===== src/rtl/vram_wr_sink.sv =====
// vram_wr_sink: buffers CPU VRAM writes in a FIFO and commits them to the PPU only during vblank.
// Optional feature: define VRAM_WR_DROP_CNT_EN to add a saturating 16-bit dropped-write counter (drop_cnt).
module vram_wr_sink #(
  parameter int ADDR_W     = 13,
  parameter int DATA_W     = 64,
  parameter int BE_W       = 8,
  parameter int FIFO_DEPTH = 16
) (
  input  logic              clk,
  input  logic              reset,
  input  logic [ADDR_W-1:0] h2f_wraddr,
  input  logic              h2f_wren,
  input  logic [DATA_W-1:0] h2f_wrdata,
  input  logic [BE_W-1:0]   h2f_byteena,
  input  logic              vblank,
  input  logic              ovf_clr,
  output logic [ADDR_W-1:0] vram_wraddr,
  output logic              vram_wren,
  output logic [DATA_W-1:0] vram_wrdata,
  output logic [BE_W-1:0]   vram_byteena,
  output logic              cpu_wr_busy,
  output logic              cpu_vram_wr_irq,
  output logic              wr_overflow
`ifdef VRAM_WR_DROP_CNT_EN
  ,
  output logic [15:0]       drop_cnt
`endif
);
  localparam int AW = $clog2(FIFO_DEPTH);
  localparam int CW = AW + 1;
  localparam int EW = ADDR_W + DATA_W + BE_W;
  typedef enum logic [1:0] {IDLE, DRAIN, DONE} state_t;
  state_t            state_q, state_d;
  logic [EW-1:0]     mem_q [FIFO_DEPTH];
  logic [AW-1:0]     wr_ptr_q, wr_ptr_d, rd_ptr_q, rd_ptr_d;
  logic [CW-1:0]     count_q, count_d;
  logic [ADDR_W-1:0] addr_q, addr_d, head_addr;
  logic [DATA_W-1:0] data_q, data_d, head_data;
  logic [BE_W-1:0]   be_q, be_d, head_be;
  logic              wren_q, wren_d, irq_q, irq_d, vb_prev_q, vb_prev_d, ovf_q, ovf_d;
  logic              req, full, push, pop, drop;
`ifdef VRAM_WR_DROP_CNT_EN
  logic [15:0]       drop_cnt_q, drop_cnt_d;
`endif
  // Full/empty decisions use the registered count, so a fresh entry is never popped in its push cycle.
  assign req  = h2f_wren && (h2f_byteena != '0);
  assign full = count_q == CW'(FIFO_DEPTH);
  assign push = req && !full;
  assign drop = req && full;
  assign pop  = vblank && (count_q != '0);
  assign {head_addr, head_data, head_be} = mem_q[rd_ptr_q];
  // Next-state for pointers, occupancy, VRAM port, IRQ edge detect, overflow and drain FSM.
  always_comb begin
    wr_ptr_d  = push ? wr_ptr_q + AW'(1) : wr_ptr_q;
    rd_ptr_d  = pop ? rd_ptr_q + AW'(1) : rd_ptr_q;
    count_d   = count_q + CW'(push) - CW'(pop);
    wren_d    = pop;
    addr_d    = pop ? head_addr : addr_q;
    data_d    = pop ? head_data : data_q;
    be_d      = pop ? head_be : be_q;
    irq_d     = vblank && !vb_prev_q;
    vb_prev_d = vblank;
    ovf_d     = drop ? 1'b1 : ovf_clr ? 1'b0 : ovf_q;
    state_d   = !vblank ? IDLE :
                (state_q == DRAIN) ? ((count_d == '0) ? DONE : DRAIN) :
                ((count_q != '0) ? DRAIN : DONE);
  end
`ifdef VRAM_WR_DROP_CNT_EN
  // Dropped-write counter: saturates, cleared by ovf_clr unless a drop lands in the same cycle.
  always_comb begin
    drop_cnt_d = drop ? (ovf_clr ? 16'd1 : (drop_cnt_q == 16'hFFFF) ? drop_cnt_q : drop_cnt_q + 16'd1) :
                 ovf_clr ? 16'd0 : drop_cnt_q;
  end
  // Dropped-write counter register.
  always_ff @(posedge clk or posedge reset) begin
    if (reset) drop_cnt_q <= '0;
    else       drop_cnt_q <= drop_cnt_d;
  end
  assign drop_cnt = drop_cnt_q;
`endif
  // Write-buffer storage; contents need no reset since occupancy gates every read.
  always_ff @(posedge clk) begin
    if (push) mem_q[wr_ptr_q] <= {h2f_wraddr, h2f_wrdata, h2f_byteena};
  end
  // Control and output registers; reset discards all buffered entries.
  always_ff @(posedge clk or posedge reset) begin
    if (reset) begin
      state_q   <= IDLE;
      wr_ptr_q  <= '0;
      rd_ptr_q  <= '0;
      count_q   <= '0;
      wren_q    <= 1'b0;
      addr_q    <= '0;
      data_q    <= '0;
      be_q      <= '0;
      irq_q     <= 1'b0;
      vb_prev_q <= 1'b0;
      ovf_q     <= 1'b0;
    end else begin
      state_q   <= state_d;
      wr_ptr_q  <= wr_ptr_d;
      rd_ptr_q  <= rd_ptr_d;
      count_q   <= count_d;
      wren_q    <= wren_d;
      addr_q    <= addr_d;
      data_q    <= data_d;
      be_q      <= be_d;
      irq_q     <= irq_d;
      vb_prev_q <= vb_prev_d;
      ovf_q     <= ovf_d;
    end
  end
  assign vram_wraddr     = addr_q;
  assign vram_wren       = wren_q;
  assign vram_wrdata     = data_q;
  assign vram_byteena    = be_q;
  assign cpu_wr_busy     = count_q >= CW'(FIFO_DEPTH - 1);
  assign cpu_vram_wr_irq = irq_q;
  assign wr_overflow     = ovf_q;
endmodule

===== config.mk =====
export PLATFORM = sky130hd
export DESIGN_NAME = vram_wr_sink
export DESIGN_NICKNAME = d
export VERILOG_FILES = /design/src/rtl/vram_wr_sink.sv
export SDC_FILE = /design/constraint.sdc
export NUM_CORES = 2
export LEC_CHECK = 0
export ABC_CLOCK_PERIOD_IN_PS = 10800
export CAP_MARGIN = 20
export CORE_MARGIN = 8
export CORE_UTILIZATION = 45
export CTS_BUF_LIST = sky130_fd_sc_hd__clkbuf_2
export DETAILED_ROUTE_END_ITERATION = 6
export PLACE_DENSITY = 0.7
export RECOVER_POWER = 100
export SLEW_MARGIN = 40
export SYNTH_ARGS = -nofsm -noshare
export SYNTH_HDL_FRONTEND = slang
export SYNTH_SLANG_ARGS = --single-unit

===== constraint.sdc =====
create_clock -name clk -period 10.8 [get_ports clk]
set_input_delay 2.16 -clock clk [delete_from_list [all_inputs] [get_ports clk]]
set_output_delay 2.16 -clock clk [all_outputs]
set_load 0.005 [all_outputs]

==> impl_metrics.tcl <==
set metrics [dict create \
    regArea_sq_um 43400 \
    hold_depth 1 \
    multi_input_area_sq_um 10800 \
    grt_pass1_vias 29000 \
    postLayoutCoreUtil_pct 50.8 \
    htree_levels 5 \
    stdcell_area_sq_um 61800 \
    cp.required_ps 12200 \
    crit_fanout 48 \
    cts_setup_buffers 0 \
    cts-root-buf "clkbuf_2" \
    cts_hold_buf 0 \
    dieArea_sq_um 134000 \
    dp_slack_ps 4990 \
    first_iter_violations 2451 \
    syn_to_final_growth_pct 12.2 \
    io_buffers 178 \
    holdWs_ps 406 \
    dp_hpwl_um 67600 \
    fmax_mhz 135 \
    slew_violations 692 \
    io_pins 179 \
    worstMarginPinSlew_ps 4270 \
    placed_area_sq_um 58800 \
    p_leak_nw 20.1 \
    start_util_pct 45.3 \
    grt_start_max_net_pins 110 \
    grt_overflow_total 0 \
    finalClockSkew_ps 147 \
    power_density_nw_per_um2 245 \
    synth_flop_cell "edfxtp_1" \
    setup_slack_ps 3420 \
    setup_viol 0 \
    fin_setup_tns_ps 0 \
    ys_ff_latch 1462 \
    cts_max_path_buffers 4 \
    max-cap-violations 18 \
    peakVddDrop_uv 182 \
    fin_crit_sh_pct 68.4 \
    nets 2923 \
    grt_antenna_before_repair 24 \
    start_kind "primary input" \
    avgSynthCellArea_sq_um 23.3 \
    die_h_um 366 \
    async_reset_ff_share_pct 6.98 \
    grt_pass1_wl_um 183000 \
    first_pass_iters 7 \
    arrival_ps 8790 \
    post_drt_wl_per_cell_um 26.1 \
    yosysMostFrequentCell "edfxtp_1" \
    yosysWarnings 0 \
    synth_area_sq_um 55100 \
    place_congestion 0.756 \
    num_rows 128 \
    synth_common_cells "1,360 x edfxtp_1, 340 x mux4_2, 137 x o22ai_1" \
    rsz0062_at_grt "false" \
    synth_top_area_share_pct 74.1 \
    cts_tree "done" \
    end_kind "flip-flop" \
    netlist_instances 2360 \
    period_minus_slack_ps 7380 \
    numCtsBuffers 364 \
    reg2reg_slack_ps 3840 \
    max_slew_margin_pct -186 \
    num_vias 26700 \
    dieWidth_um 366 \
    coreArea_sq_um 122000 \
    synth_edf_count 1360 \
    wl_um 123000 \
    layout-drive-gt1-share_pct 34.5 \
    drc 2 \
    ys_top_cells_by_area "edfxtp_1 74%, mux4_2 14%, dfrtp_1 4.6%, mux2_2 1.7%, o22ai_1 1.6%" \
    min_path_type "reg -> reg" \
    status "finished with violations" \
    syn_nets 2465 \
    seq_area_frac_synth_pct 78.8 \
    clock_latency_ps 1590 \
    viasPerCell 5.65 \
    crit_type "in -> reg" \
    filler_cell_count 9673 \
    cts.sinks 1462 \
    grtUsageTotal_pct 18.1 \
    ant_nets 0 \
    path_clk_slew_ps 100 \
    violations "DRC, capacitance limit, slew limit" \
    yosys.area.top_type "edfxtp_1" \
    r2r_cells 9 \
    hold_violations 0 \
    ctsResizeCount 0 \
    yosysUniqueCellTypes 40 \
]
## cells by family after synthesis
family	share of synthesized area, %
buffers and inverters	1.45
and+or+nand+nor	0.706
muxes	15.7
adders and majority gates	0.354
xor gates and xnor gates	0.143
AOI/OAI and AO/OA	2.92
DFF	78.8
## per-layer routing
| metal | global-route usage [%] | vias to the layer above | share of wire, % |
|---|---|---|---|
| met4 | 5.42 | 6 | 1.9 |
| li1 | - | 11200 | - |
| met5 | 0 | - | 0.028 |
| met1 | 23.7 | 14100 | 40 |
| met3 | 3.95 | 208 | 7.0 |
| met2 | 30.5 | 1143 | 51 |
## path summary, 6_finish.rpt
kind,startpoint,to
min reg2reg,vb_prev_q,cpu_vram_wr_irq
min,vb_prev_q,cpu_vram_wr_irq
min in group asynchronous,reset,cpu_vram_wr_irq
max in group asynchronous,reset,rd_ptr_q[0]
max reg2reg,count_q[2],vram_wrdata[52]
max,vblank,vram_wrdata[52]
## sequential cells by signal, indices dropped and copies added, names as in the netlist
signal and cells:
count_q 5, cpu_vram_wr_irq 1, mem_q 1360, rd_ptr_q 4
vb_prev_q 1, vram_byteena 8, vram_wraddr 13, vram_wrdata 64
vram_wren 1, wr_overflow 1, wr_ptr_q 4
## critical path: stages
cell	delay, ps
dlygate4sd3_1	890
and2_0	2030
clkbuf_1	2450
buf_4	680
buf_12	250
o22ai_1	110
a21oi_1	150
## power breakdown
part	internal [mW]	switching, mW
Clock	1.44	2.08
Sequential	6.91	0.381
Combinational	2.14	2.19
Total	10.5	4.65
## cell type report
type,instances,share of cell area [%]
clock inverters,79,0.672
inverters,16,0.0992
flip-flops and latches,1462,70.2
well taps,1625,3.29
diodes,11,0.0445
repair buffers,221,3.73
clock buffers,553,4.48
multi-input cells,753,17.5
## per-stage QoR
stage | cells | total power [mW]
6_report | 4720 | 15.1
5_1_grt | 4720 | 15.9
4_1_cts | 4707 | 15.4
3_5_place_dp | 4075 | 11.9
3_3_place_gp | 4069 | 11.7
2_1_floorplan | 2360 | 10.3
## placed cells by master, fill, tap and decap left out, types with 19 or more instances in the layout
master / netlist / final
mux4_2: 340 / 340
edfxtp_1: 1360 / 1360
dlygate4sd3_1: 0 / 176
mux2_2: 85 / 82
dfrtp_1: 102 / 99
a21oi_1: 42 / 44
clkbuf_2: 0 / 553
o22ai_1: 137 / 155
nor2_1: 38 / 38
clkinv_1: 0 / 60
buf_6: 17 / 19
Note: power is estimated with default switching activity, not from simulation.
